File: src/rtl/cnt0_counter_core.sv
// cnt0_counter_core: prescaled counter core with periodic down-count (CNT) and saturating up/down (FSM) modes.
module cnt0_counter_core #(
  parameter int BIT_WIDTH = 14
) (
  input  logic                 i_clk,
  input  logic                 i_reset_n,
  input  logic                 i_cnt_reset_n,
  input  logic                 i_mode,
  input  logic                 i_up,
  input  logic                 i_keep,
  input  logic [1:0]           i_div_sel,
  input  logic [BIT_WIDTH-1:0] i_data,
  output logic [BIT_WIDTH-1:0] o_counter,
  output logic                 o_reload
);
  typedef enum logic [1:0] {LOAD, RUN, HOLD} state_t;
  localparam logic [BIT_WIDTH-1:0] ONE = 1;
  state_t                 r_state, w_state_nxt;
  logic [BIT_WIDTH-1:0]   r_counter, w_counter_nxt;
  logic [4:0]             r_presc, w_presc_nxt, w_lim;
  logic                   r_reload, w_reload_nxt, w_tick, w_hold;
  assign o_counter = r_counter;
  assign o_reload  = r_reload;
  assign w_lim  = i_div_sel == 2'd0 ? 5'd0 : i_div_sel == 2'd1 ? 5'd3 : i_div_sel == 2'd2 ? 5'd11 : 5'd23;
  assign w_tick = r_presc >= w_lim;
  assign w_hold = i_mode & i_keep;
  always_ff @(posedge i_clk or negedge i_reset_n)
    if (!i_reset_n) begin
      r_state   <= LOAD;
      r_counter <= '0;
      r_presc   <= '0;
      r_reload  <= 1'b0;
    end else begin
      r_state   <= w_state_nxt;
      r_counter <= w_counter_nxt;
      r_presc   <= w_presc_nxt;
      r_reload  <= w_reload_nxt;
    end
  // A reload request overrides every other condition, in any state.
  always_comb begin
    w_state_nxt   = r_state;
    w_counter_nxt = r_counter;
    w_presc_nxt   = r_presc;
    w_reload_nxt  = 1'b0;
    if (!i_cnt_reset_n || r_state == LOAD) begin
      w_counter_nxt = i_data;
      w_presc_nxt   = '0;
      w_state_nxt   = i_cnt_reset_n ? RUN : LOAD;
    end else if (r_state == RUN) begin
      if (w_hold) w_state_nxt = HOLD;
      else begin
        w_presc_nxt = w_tick ? 5'd0 : r_presc + 5'd1;
        if (w_tick && !i_mode) begin
          w_counter_nxt = r_counter == '0 ? i_data : r_counter - ONE;
          w_reload_nxt  = r_counter == '0;
        end else if (w_tick)
          w_counter_nxt = i_up ? (&r_counter ? r_counter : r_counter + ONE)
                               : (r_counter == '0 ? r_counter : r_counter - ONE);
      end
    end else
      w_state_nxt = w_hold ? HOLD : RUN;
  end
endmodule
File: config.mk
export PLATFORM = sky130hd
export DESIGN_NAME = cnt0_counter_core
export DESIGN_NICKNAME = d
export VERILOG_FILES = /design/src/rtl/cnt0_counter_core.sv
export SDC_FILE = /design/constraint.sdc
export NUM_CORES = 1
export LEC_CHECK = 0
export CORE_UTILIZATION = 40
export CTS_BUF_LIST = sky130_fd_sc_hd__clkbuf_8
export CTS_CLUSTER_SIZE = 16
export DETAILED_ROUTE_END_ITERATION = 16
export GPL_ROUTABILITY_DRIVEN = 0
export PLACE_DENSITY = 0.72
export SETUP_SLACK_MARGIN = 0.02
export SLEW_MARGIN = 10
export SYNTH_ARGS = -nofsm -noshare
export SYNTH_HDL_FRONTEND = slang
export SYNTH_SLANG_ARGS = --single-unit
File: constraint.sdc
create_clock -name i_clk -period 2.2 [get_ports i_clk]
set_input_delay 0.44 -clock i_clk [delete_from_list [all_inputs] [get_ports i_clk]]
set_output_delay 0.44 -clock i_clk [all_outputs]
set_load 0.005 [all_outputs]
==> results.yml <==
outcome:
  outcome: "finished with violations"
  failed_checks: "negative setup slack"
pwr:
  design_power_total_w: 0.001527
  leakagePower_nw: 1.322
  power_density_nw_per_um2: 480.8
  ir_drop_uv: 267.0
sta:
  transition_time_of_the_tightest_slew_check_pin_ps: 518.9
  clock-skew-final_ps: 6.252
  timing.fmax_mhz: 447.1
  pins_over_slew_limit: 0
  setup_viol_count_final: 2
  worst_slew_margin_rel_pct: 65.04
  fin_crit_sh_pct: 101.7
  final_critical_path_setup_slack_ps: -36.86
  post-route-min-period_ps: 2237
  rsz_0062_raised_after_global_routing: "yes"
  final_hold_viol_count: 0
clock_network:
  cts_tree: "done"
  ctsHtreeMaxLevel: 1
  cts_buffer_depth: 2
  number_of_clock_sinks: 22
  worstSkewPairLatency_ps: 270
  cts_root_buffer: "clkbuf_8"
  post_cts_clock_slew_at_the_launch_and_capture_registers_of_the_worst_setup_and_hold_paths_ps: 90
  cts_inserted_buffers: 3
placement:
  dp_hpwl_um: 4673
  port_buffers: 36
synthesis:
  postSynthRegisterBits: 22
  ys_dominant_reg_cell: "dfrtp_1"
  mappedNetlistNets: 272
  synth_seq_area_share_pct: 27.69
  synth_enable_flop_cells: 0
  synth.distinct_cells: 54
  ys_async_sr_fraction_pct: 100.0
  warnings_from_yosys: 0
  synth_area_um2: 1988
  synthesis.area_per_instance_um2: 8.216
  postSynthCellCount: 242
route:
  postRouteAntennaNets: 0
  wire_per_inst_um: 16.70
  drt_iter0_drc: 226
  wl_um: 6747
  final_routed_drc_violation_total: 0
  iteration_count_of_the_initial_detailed_routing_pass: 6
  routed-via-count: 2371
  post_drt_via_cell_ratio: 5.869
grt:
  globalRouteMet1Util_pct: 34.11
  global_route_usage_over_all_layers_pct: 24.64
  grt_pass1_vias: 2134
  grt_pass1_wl_um: 10090
  antenna_violations_before_repair: 0
  grt_overflow_total: 0
  gr-max-usage-layer: "met2"
  grt_use_met2_pct: 41.02
  largest_net_degree_at_the_start_of_global_routing: 23
  globalRouteMet3Util_pct: 2.361
flow_run:
  max_capacitance_violation_count: 0
finish:
  register_area_um2: 550.5
  layout_common_cells: "60 x buf_4, 34 x clkdlybuf4s50_1, 24 x nand2_1, 22 x dfrtp_1, 17 x nor2_1"
  fin_nets: 369
  post_route_cells_drive_above_1_share_pct: 34.72
  leading_cell_type_in_the_layout_fill_and_taps_excluded: "buf_4"
  multi_input_area_um2: 1530
  n_fill_cell: 374
  fin_util_pct: 66.79
  flow.area_growth_from_synthesis_pct: 59.72
  antenna-diode-count: 0
worst_setup_path:
  cpMostUsedCell: "buf_6"
  critical_path.startpoint_type: "input port"
  crit_path_max_fanout: 8
  critical-path-slowest-cell: "o21a_4"
  required_ps: 2360
  critPathCaptureType: "flip-flop"
  max_stage_delay_ps: 280
  critical_path_start_end_classification: "in2reg"
  ordered_list_of_cells_on_the_worst_path: "buf_6 -> or2_4 -> ha_4 -> nand2b_4 -> a31oi_4 -> o21a_4 -> o21ai_4 -> buf_12 -> buf_6 -> o211ai_1 -> a22o_1"
  r2r.worst_path.cells: 7
  cp_arrival_ps: 2390
floorplan:
  core-area_um2: 4755
  floorplan.io_pins: 37
  initial_core_util_pct: 41.82
  dieHeight_um: 72.50
  core_rows: 25
  dieWidth_um: 72.50
  fp.dieArea_um2: 5256
min_path:
  worstHoldPathType: "in2async"
[layout make-up]
type / instances / share of cell area [%]
Clock buffer: 3 / 1.300
Timing Repair Buffer: 105 / 29.35
Inverter: 10 / 1.182
Sequential cell: 22 / 17.34
Tap cell: 67 / 2.640
Multi-Input combinational cell: 197 / 48.19
[sequential cells by signal, summed over array words and instances (netlist names)]
name / count
r_presc: 5
o_counter: 14
o_reload: 1
r_state: 2
[worst max-delay path, delay by kind of cell]
kind | cells | cell delay [ps]
AOI/OAI and AO/OA | 5 | 1000
and+or+nand+nor | 2 | 370
buffers and inverters | 3 | 330
adders and majority gates | 1 | 260
[worst paths after layout]
kind	from	end	slack (ps)
worst max-delay path	i_div_sel[1]	o_counter[7]$_DFFE_PN0P_	-40
worst min-delay path	i_reset_n	o_counter[6]$_DFFE_PN0P_	520
worst max register to register	r_presc[4]$_DFFE_PN0P_	o_counter[7]$_DFFE_PN0P_	-10
worst min register to register	r_state[1]$_DFFE_PN0P_	o_reload$_DFF_PN0_	610
max in group asynchronous	i_reset_n	o_counter[0]$_DFFE_PN0P_	1420
min in group i_clk	r_state[1]$_DFFE_PN0P_	o_reload$_DFF_PN0_	610
[cells in the mapped netlist (all sizes together), types with 4 or more instances]
cell type  instances  share of area [%]
nor4               9                3.9
nor3               5                1.3
nor2              17                3.2
dfrtp             22                 28
nand2b             6                1.9
nand4              6                1.9
mux2i              7                3.5
and3               7                2.2
a21oi             10                2.5
clkbuf             6                1.2
ha                 8                5.0
a32o               6                3.0
a31oi              6                2.2
nand2             26                4.9
inv               10                1.9
o21ai             14                3.7
o21a               4                1.5
nand3              8                2.3
o22ai              4                1.3
buf                8                2.8
a22o               5                2.2
mux2               5                2.8
o211ai            14                5.5
[kinds of logic after synthesis]
| kind of cell | after synthesis | share of synthesized area, % |
|---|---|---|
| mux | 12 | 6.356 |
| xor+xnor | 3 | 1.322 |
| flops | 22 | 27.69 |
| buf+inv | 24 | 5.915 |
| fa+ha+maj | 8 | 5.035 |
| compound gates | 74 | 26.68 |
| simple gates | 99 | 27.00 |
[power breakdown]
group,switching (W),leakage (nW),internal [W]
clock,0.000143,0.0216,0.000123
combinational,0.000360,1.03,0.000400
sequential,0.0000502,0.273,0.000450
total,0.000553,1.32,0.000974
[routing by layer]
| metal | up-vias | routed length [µm] |
|---|---|---|
| li1 | 1110 | - |
| met1 | 1094 | 2824 |
| met2 | 137 | 3188 |
| met3 | 30 | 549 |
| met4 | 0 | 184 |
| met5 | - | 0 |
[through the flow]
stage	setup TNS [ps]	setup WS, ps	cells	hold slack [ps]	instance area (µm²)
after global routing	-374.0	-83.41	404	542.1	3176
final	-60.87	-36.86	404	517.1	3176
after floorplan	-429.8	-120.8	242	144.4	2083
after CTS	-35.37	-12.16	399	528.6	3015
after detailed placement	-10930	-742.7	392	581.7	2912
after global placement	-10200	-694.8	392	567.8	2912
[repair_timing]
item	CTS	global route
cloned	0	1
hold buffers	0	0
endpoints found under the setup margin	19	14
pin swaps	9	9
setup buffers	4	4
gates resized for setup	17	25
No activity file was read; power rests on OpenSTA's default activity.
